**config.mk**
```make
export PLATFORM = sky130hd
export DESIGN_NAME = keypad_mov_scan
export DESIGN_NICKNAME = d
export VERILOG_FILES = /design/src/rtl/keypad_mov_scan.sv
export SDC_FILE = /design/constraint.sdc
export NUM_CORES = 1
export LEC_CHECK = 0
export ABC_AREA = 1
export BUFFER_PORTS_ARGS = -buffer_cell sky130_fd_sc_hd__buf_2
export CAP_MARGIN = 20
export CORE_ASPECT_RATIO = 2
export CORE_MARGIN = 5
export CORE_UTILIZATION = 35
export CTS_BUF_LIST = sky130_fd_sc_hd__clkbuf_8
export DETAILED_ROUTE_END_ITERATION = 7
export PLACE_DENSITY_LB_ADDON = 0.08
export SETUP_SLACK_MARGIN = 0.15
export SLEW_MARGIN = 20
export SYNTH_ARGS = -nofsm -noshare
export SYNTH_HDL_FRONTEND = slang
export SYNTH_SLANG_ARGS = --single-unit
```
**constraint.sdc**
```tcl
create_clock -name sys_clk -period 1.9 [get_ports sys_clk]
set_input_delay 0.38 -clock sys_clk [delete_from_list [all_inputs] [get_ports sys_clk]]
set_output_delay 0.38 -clock sys_clk [all_outputs]
set_load 0.02 [all_outputs]
```
**src/rtl/keypad_mov_scan.sv**
```systemverilog
// 4x4 matrix keypad scanner: column drive, row synchroniser, per-key frame debounce, direction map.
// Optional build macro OPPOSE_CANCEL_EN: opposing direction pairs held together cancel to zero.
module keypad_mov_scan_deb #(
  parameter int FRAMES = 4
) (
  input  logic sys_clk,
  input  logic sys_rst,
  input  logic en,
  input  logic raw,
  output logic key
);
  localparam int CW = $clog2(FRAMES + 1);
  localparam logic [CW-1:0] LAST = CW'(FRAMES - 1);

  logic [CW-1:0] cnt;

  // Counter only advances while the sample disagrees; it flips the key on the
  // FRAMES-th consecutive disagreement, so it never exceeds FRAMES-1.
  always_ff @(posedge sys_clk) begin
    if (sys_rst) begin
      cnt <= '0;
      key <= 1'b0;
    end else if (en) begin
      if (raw != key) begin
        if (cnt == LAST) begin
          key <= raw;
          cnt <= '0;
        end else begin
          cnt <= cnt + CW'(1);
        end
      end else begin
        cnt <= '0;
      end
    end
  end
endmodule

module keypad_mov_scan #(
  parameter int SCAN_DIV        = 50000,
  parameter int DEBOUNCE_FRAMES = 4,
  parameter int KEY_UP          = 1,
  parameter int KEY_DOWN        = 9,
  parameter int KEY_LEFT        = 4,
  parameter int KEY_RIGHT       = 6
) (
  input  logic        sys_clk,
  input  logic        sys_rst,
  input  logic [3:0]  row_in,
  output logic [3:0]  col_out,
  output logic [15:0] keys,
  output logic        frame_tick,
  output logic [3:0]  mov
);
  localparam int NUM_ROWS = 4;
  localparam int NUM_COLS = 4;
  localparam int NUM_KEYS = NUM_ROWS * NUM_COLS;
  localparam int DIV_W    = $clog2(SCAN_DIV);
  localparam logic [DIV_W-1:0] DIV_LAST = DIV_W'(SCAN_DIV - 1);

  typedef enum logic [1:0] {COL0, COL1, COL2, COL3} state_t;

  state_t                             state, state_nxt;
  logic [DIV_W-1:0]                   div;
  logic                               col_done;
  logic                               frame_cap;
  logic [NUM_ROWS-1:0]                row_s1, row_s2;
  logic [NUM_ROWS-1:0][NUM_COLS-1:0]  raw;
  logic [1:0]                         vld_pipe;
  logic [3:0]                         mov_nxt;

  assign col_done  = (div == DIV_LAST);
  assign frame_cap = col_done && (state == COL3);

  always_ff @(posedge sys_clk) begin
    if (sys_rst) state <= COL0;
    else         state <= state_nxt;
  end

  always_comb begin
    state_nxt = state;
    col_out   = 4'b1111;
    case (state)
      COL0: begin
        col_out = 4'b1110;
        if (col_done) state_nxt = COL1;
      end
      COL1: begin
        col_out = 4'b1101;
        if (col_done) state_nxt = COL2;
      end
      COL2: begin
        col_out = 4'b1011;
        if (col_done) state_nxt = COL3;
      end
      COL3: begin
        col_out = 4'b0111;
        if (col_done) state_nxt = COL0;
      end
      default: begin
        col_out   = 4'b1110;
        state_nxt = COL0;
      end
    endcase
  end

  always_ff @(posedge sys_clk) begin
    if (sys_rst)       div <= '0;
    else if (col_done) div <= '0;
    else               div <= div + DIV_W'(1);
  end

  always_ff @(posedge sys_clk) begin
    if (sys_rst) begin
      row_s1 <= '1;
      row_s2 <= '1;
    end else begin
      row_s1 <= row_in;
      row_s2 <= row_s1;
    end
  end

  // Sample at the very end of the column period so the lines have settled.
  always_ff @(posedge sys_clk) begin
    if (sys_rst) begin
      raw <= '0;
    end else if (col_done) begin
      for (int r = 0; r < NUM_ROWS; r++) raw[r][state] <= ~row_s2[r];
    end
  end

  // [0]: full raw frame ready -> debounce; [1]: keys updated (frame_tick) -> mov
  always_ff @(posedge sys_clk) begin
    if (sys_rst) vld_pipe <= '0;
    else         vld_pipe <= {vld_pipe[0], frame_cap};
  end

  assign frame_tick = vld_pipe[1];

  for (genvar k = 0; k < NUM_KEYS; k++) begin : g_key
    keypad_mov_scan_deb #(.FRAMES(DEBOUNCE_FRAMES)) u_deb (
      .sys_clk (sys_clk),
      .sys_rst (sys_rst),
      .en      (vld_pipe[0]),
      .raw     (raw[k / NUM_COLS][k % NUM_COLS]),
      .key     (keys[k])
    );
  end

  always_comb begin
    mov_nxt = {keys[KEY_UP], keys[KEY_DOWN], keys[KEY_LEFT], keys[KEY_RIGHT]};
`ifdef OPPOSE_CANCEL_EN
    if (mov_nxt[3] && mov_nxt[2]) mov_nxt[3:2] = 2'b00;
    if (mov_nxt[1] && mov_nxt[0]) mov_nxt[1:0] = 2'b00;
`endif
  end

  always_ff @(posedge sys_clk) begin
    if (sys_rst)          mov <= '0;
    else if (vld_pipe[1]) mov <= mov_nxt;
  end
endmodule

```
==> reports/summary.txt, run 1 <==
Outcome: completed
DR vias/cell: 4.78
Synth Flop Type: dfxtp_1
Slew Viols, Final: 0
Routed Antenna Nets: 0
First-pass GRT wire length: 18500 um
Yosys warns: 0
Synthesized area per cell: 7.95 um^2
ANT cells: 0
Num Clock Sinks: 112
Crit start category: register
Pin count of the biggest net entering global routing: 39
Fillcell total: 1516
H-tree levels: 3
Max VDD drop: 251 uV
Compound-gate portion of the synthesized area: 13.1%
Row cnt: 62
Clock root buffer: clkbuf_8
Die W: 94.9 um
Number of global-route vias before repair: 3961
CTS tree: built
Post-synth EDFFs: 0
Post-synthesis adder-cell area fraction: 5.46%
Reg2reg start: div[0]$_SDFF_PP0_
Final std cells w/o fill: 840
Post-synthesis simple-gate area fraction: 22.7%
Clock Path Buffers: 2
Post-placement cell count: 823
Skew-Pair Late Insertion Delay: 370 ps
Cts hold-fix bufs: 0
Max Cap Viol: 0
Core area: 14300 um^2
Mux contribution to synthesized area: 0%
Min-Delay Startpoint: row_in[3]
Critical path type: register to output port
Total CTS buffers: 9
Worst slew pin tran: 559 ps
Required time of the critical path: 1520 ps
Largest family of logic cells by synthesized area: simple AND/OR/NAND/NOR gates
Post-detail-place hpwl: 8090 um
Period utilization: 88.7%
Skew final: 7.52 ps
Gpl congestion: 0.795
GRT Total Usage: 13.7%
Yosys cell types: 27
CP delay by family, top: flip-flops
Final #Nets: 671
Mapped Area: 5040 um^2
Final worst path period need: 1690 ps
Maximum operating frequency: 593 MHz
Routed wire length: 11200 um
Initial core utilization: 35.3%
Hold path cells: 2
Clk slew on worst S/H paths: 100 ps
Final-report setup violation count: 0
Crit path top cell by count: inv_1
R2R depth: 5
Ratio of cells with drive above 1 in the final layout: 14.0%
Die ar.: 17100 um^2
Starting DRT DRC Count: 227
Final hold violation count: 0
Worst Hold Class: primary input to register
Endpoint, Worst Hold: row_s1[3]$_SDFF_PP1_
Endpoint class of the critical path: output port
First-pass iteration count of the detailed router: 4
Synth async-reset ratio: 0%
CP Max Fanout: 4
Power per Cell Area: 710 nW/um^2
Synth Area in XOR/XNOR: 3.82%
Crit path buffers/inverters: 3
Slowest-stage cell, CP: dfxtp_2
Wire length per cell: 13.3 um
CP cell instances: inv_1, ha_1, inv_1, buf_2
Post-route setup TNS: 0 ps
RSZ-0062 raised after global routing: yes
Worst Path Arrival: 1310 ps
Drt drc: 0
Die H: 180 um
CP max stage delay: 390 ps
Via count: 4018
Beginning of the critical path: state[0]$_SDFFE_PP0P_
Critical R2R Capture: raw[3]$_SDFFE_PP0P_
Seq/Total Area, Yosys: 44.5%
Syn Inst Count: 634
IO Count: 31
Post-CTS Setup Repair Bufs: 0
Initial antenna violation count: 0
Port Buffers: 30
Relative slew slack: 62.6%
Setup slack, reg-to-reg: 380 ps
Grt ovf: 0
Area grow syn2layout: 9.35%
Yosys reg bits: 112
P_leak: 2.06 nW
Synthesized Nets: 662
[placed cells by master, fill, tap and decap left out, drive strengths merged, types with 10 or more instances in the layout]
| cell | instances |
|---|---|
| nand3 | 47 |
| nand2 | 105 |
| clkbuf | 10 |
| a21oi | 82 |
| xor2 | 21 |
| ha | 22 |
| dfxtp | 112 |
| inv | 75 |
| o21ai | 26 |
| nor2 | 44 |
| buf | 39 |
| nand4 | 29 |
| a211oi | 16 |
[Yosys cell counts (9+ instances only)]
master | count | area share (%)
buf_4 | 17 | 2.5
a21oi_1 | 82 | 8.1
inv_1 | 70 | 5.2
nand2_1 | 103 | 7.7
nand3_1 | 41 | 4.1
dfxtp_1 | 112 | 44
nand4_1 | 29 | 3.6
a211oi_1 | 16 | 2.4
nor2_1 | 34 | 2.5
o21ai_0 | 26 | 2.6
ha_1 | 22 | 5.5
clkbuf_1 | 13 | 0.97
xor2_1 | 21 | 3.6
or2_2 | 9 | 1.1
[flip-flops by register name (all words and copies together), names as in the netlist]
signal and flops:
state 2, mov 4, g_key.u_deb.cnt 48, vld_pipe 2
raw 16, row_s1 4, g_key.u_deb.key 16, div 16
row_s2 4
[area by class of cell]
class	instances	area [um^2]	share of cell area, %
timing repair buffer	39	243	4.40
sequential	112	2250	40.7
tap	192	240	4.36
inverter	73	274	4.97
multi-input combinational	408	2300	41.8
clock inverter	6	68.8	1.25
clock buffer	10	138	2.50
[power by group]
part	total [mW]	switching, mW	internal (mW)
Combinational	0.0816	0.0578	0.0238
Sequential	2.36	0.00538	2.36
Clock	1.47	0.816	0.653
[worst max path at each step]
stage / to / slack (ps) / cells past startpoint
after global routing: col_out[2] / 140 / 4
final: col_out[0] / 210 / 4
after global placement: raw[3]$_SDFFE_PP0P_ / 370 / 6
after floorplan: div[8]$_SDFF_PP0_ / 590 / 7
after detailed placement: raw[11]$_SDFFE_PP0P_ / 300 / 6
after CTS: col_out[2] / 130 / 4
[metrics by stage]
step | utilization [%] | instance area (um^2) | hold WS [ps] | total power, mW | setup WS, ps
final | 38.6 | 5510 | 185 | 3.92 | 215
after CTS | 38.4 | 5480 | 154 | 3.99 | 133
after global routing | 38.6 | 5510 | 165 | 4.08 | 144
after global placement | 36.9 | 5270 | 396 | 2.50 | 369
after detailed placement | 36.9 | 5270 | 397 | 2.50 | 297
after floorplan | - | 5040 | 389 | 2.47 | 594
[per-layer routing]
layer / vias up / GRT usage, % / part of all wire, %
li1: 2102 / - / -
met1: 1848 / 14.8 / 41
met2: 49 / 25.1 / 54
met3: 19 / 2.18 / 2.3
met4: 0 / 6.54 / 3.1
met5: - / 0 / 0
[what timing repair did]
action,in CTS,in global routing
setup endpoints to repair,2,13
gates resized for setup,2,5
pin swaps,0,1
gates cloned,0,1
[cell families after synthesis]
group	Yosys count
compound gates	124
xor+xnor	22
buf+inv	115
fa+ha+maj	22
flops	112
simple gates	239
Power figures use the tool's default switching activity.
==> run 2: changes to the inputs <==
--- a/config.mk
+++ b/config.mk
@@ -8,7 +8,7 @@
 export ABC_AREA = 1
 export BUFFER_PORTS_ARGS = -buffer_cell sky130_fd_sc_hd__buf_2
 export CAP_MARGIN = 20
-export CORE_ASPECT_RATIO = 2
+export CORE_ASPECT_RATIO = 1.4
 export CORE_MARGIN = 5
 export CORE_UTILIZATION = 35
 export CTS_BUF_LIST = sky130_fd_sc_hd__clkbuf_8
==> reports/summary.txt, run 2 (synthesis results as in run 1) <==
Core area: 14300 um^2 (about the same)
GRT Total Usage: 12.9% (was 13.7%)
Largest Register: g_key.u_deb.cnt (unchanged)
Endpoint class of the critical path: output port (unchanged)
Clk slew on worst S/H paths: 100 ps (about the same)
P_leak: 2.05 nW (was 2.06 nW)
Port Buffers: 30 (unchanged)
Skew-Pair Late Insertion Delay: 370 ps (about the same)
CP cell instances: inv_1, ha_4, inv_1, buf_2 (was inv_1, ha_1, inv_1, buf_2)
Final-report setup violation count: 0 (unchanged)
Post-route setup TNS: 0 ps (unchanged)
Slew Viols, Final: 0 (unchanged)
Critical path type: register to output port (unchanged)
Num Clock Sinks: 112 (unchanged)
Max VDD drop: 472 uV (was 251 uV)
Die W: 111 um (was 94.9 um)
Power per Cell Area: 706 nW/um^2 (was 710 nW/um^2)
Crit start category: register (unchanged)
Final core utilization: 38.3% (was 38.6%)
Starting DRT DRC Count: 159 (was 227)
Final worst path period need: 1690 ps (about the same)
DR vias/cell: 4.73 (was 4.78)
Post-Place Cell Area: 5250 um^2 (was 5270 um^2)
Worst Path Arrival: 1310 ps (about the same)
Skew final: 11.0 ps (was 7.52 ps)
Die ar.: 16900 um^2 (was 17100 um^2)
Grt ovf: 0 (unchanged)
Max FFs per register: 48 (unchanged)
Relative slew slack: 70.3% (was 62.6%)
Drt drc: 0 (unchanged)
Total CTS buffers: 9 (unchanged)
Commonest non-fill, non-tap cell in the layout: dfxtp_1 (unchanged)
CTS tree: built (unchanged)
Final instance area: 5480 um^2 (was 5510 um^2)
CP Max Fanout: 7 (was 4)
Worst slew pin tran: 445 ps (was 559 ps)
Cts hold-fix bufs: 0 (unchanged)
Maximum operating frequency: 590 MHz (was 593 MHz)
Hold slack: 183 ps (was 185 ps)
CP max stage delay: 360 ps (was 390 ps)
Number of global-route vias before repair: 3814 (was 3961)
Slowest-stage cell, CP: dfxtp_2 (unchanged)
Crit path top cell by count: inv_1 (unchanged)
Clock root buffer: clkbuf_8 (unchanged)
Final hold violation count: 0 (unchanged)
Worst Hold Class: primary input to register (unchanged)
Most frequent cells in the layout: dfxtp_1 (109), nand2_1 (103), a21oi_1 (82), inv_1 (70), nand3_1 (41) (was dfxtp_1 (109), nand2_1 (103), a21oi_1 (82), inv_1 (71), nand3_1 (41))
First-pass iteration count of the detailed router: 4 (unchanged)
IO Count: 31 (unchanged)
ANT cells: 0 (unchanged)
Outcome: completed (unchanged)
Gpl congestion: 0.786 (was 0.795)
Initial antenna violation count: 0 (unchanged)
Period utilization: 89.2% (was 88.7%)
First-pass GRT wire length: 18100 um (was 18500 um)
H-tree levels: 3 (unchanged)
Post-detail-place hpwl: 7320 um (was 8090 um)
Routed wire length: 10500 um (was 11200 um)
Row cnt: 52 (was 62)
Final #Nets: 669 (was 671)
Area grow syn2layout: 8.73% (was 9.35%)
Required time of the critical path: 1520 ps (about the same)
Initial core utilization: 35.2% (was 35.3%)
Pin count of the biggest net entering global routing: 70 (was 39)
RSZ-0062 raised after global routing: yes (unchanged)
Wire length per cell: 12.6 um (was 13.3 um)
Max Cap Viol: 0 (unchanged)
Ratio of cells with drive above 1 in the final layout: 13.8% (was 14.0%)
Die H: 152 um (was 180 um)
Clock Path Buffers: 2 (unchanged)
Routed Antenna Nets: 0 (unchanged)
Via count: 3946 (was 4018)
-- run 2: cell type report --
type / instances / area, um^2
Inverter: 73 / 274
Clock inverter: 5 / 56.3
Sequential cell: 112 / 2250
Clock buffer: 10 / 138
Fill cell: 1529 / 8830
Tap cell: 189 / 236
Multi-Input combinational cell: 408 / 2300
Timing Repair Buffer: 37 / 228
-- run 2: worst max-delay path, delay by kind of cell, from the launching register on --
kind / cells / cell delay (ps)
flip-flops: 1 / 360
adder cells (fa/ha/maj): 1 / 210
buffers and inverters: 3 / 370
-- run 2: what timing repair did --
action | 4_1_cts | 5_1_grt
resized for setup | 2 | 5
setup endpoints to repair | 2 | 14
gates cloned | 0 | 1
setup buffers | 0 | 0
pin swaps | 0 | 1
-- run 2: power by group --
part	switching, mW	total [mW]	internal [mW]
sequential	0.00554	2.36	2.36
clock	0.788	1.43	0.640
combinational	0.0561	0.0811	0.0250
total	0.849	3.87	3.02
-- run 2: worst paths after layout --
kind / start / endpoint / slack, ps / depth (start not counted)
worst max-delay path: state[0]$_SDFFE_PP0P_ / col_out[2] / 210 / 4
worst min-delay path: row_in[2] / row_s1[2]$_SDFF_PP1_ / 180 / 2
worst max register to register: div[0]$_SDFF_PP0_ / raw[5]$_SDFFE_PP0P_ / 400 / 5
worst min register to register: row_s1[3]$_SDFF_PP1_ / row_s2[3]$_SDFF_PP1_ / 420 / 1
-- run 2: stage by stage --
step / power, mW / worst slack [ps] / std cells
after CTS: 3.95 / 139 / 833
after detailed placement: 2.50 / 282 / 818
after floorplan: 2.47 / 594 / 634
after global placement: 2.50 / 314 / 818
after global routing: 4.05 / 124 / 834
final: 3.87 / 205 / 834
-- run 2: metal layers --
| metal | routed length [um] | track usage [%] | vias to the layer above |
|---|---|---|---|
| li1 | - | - | 2090 |
| met1 | 4860 | 15.6 | 1804 |
| met2 | 5180 | 22.5 | 39 |
| met3 | 336 | 2.98 | 13 |
| met4 | 149 | 4.35 | 0 |
| met5 | 0 | 0 | - |
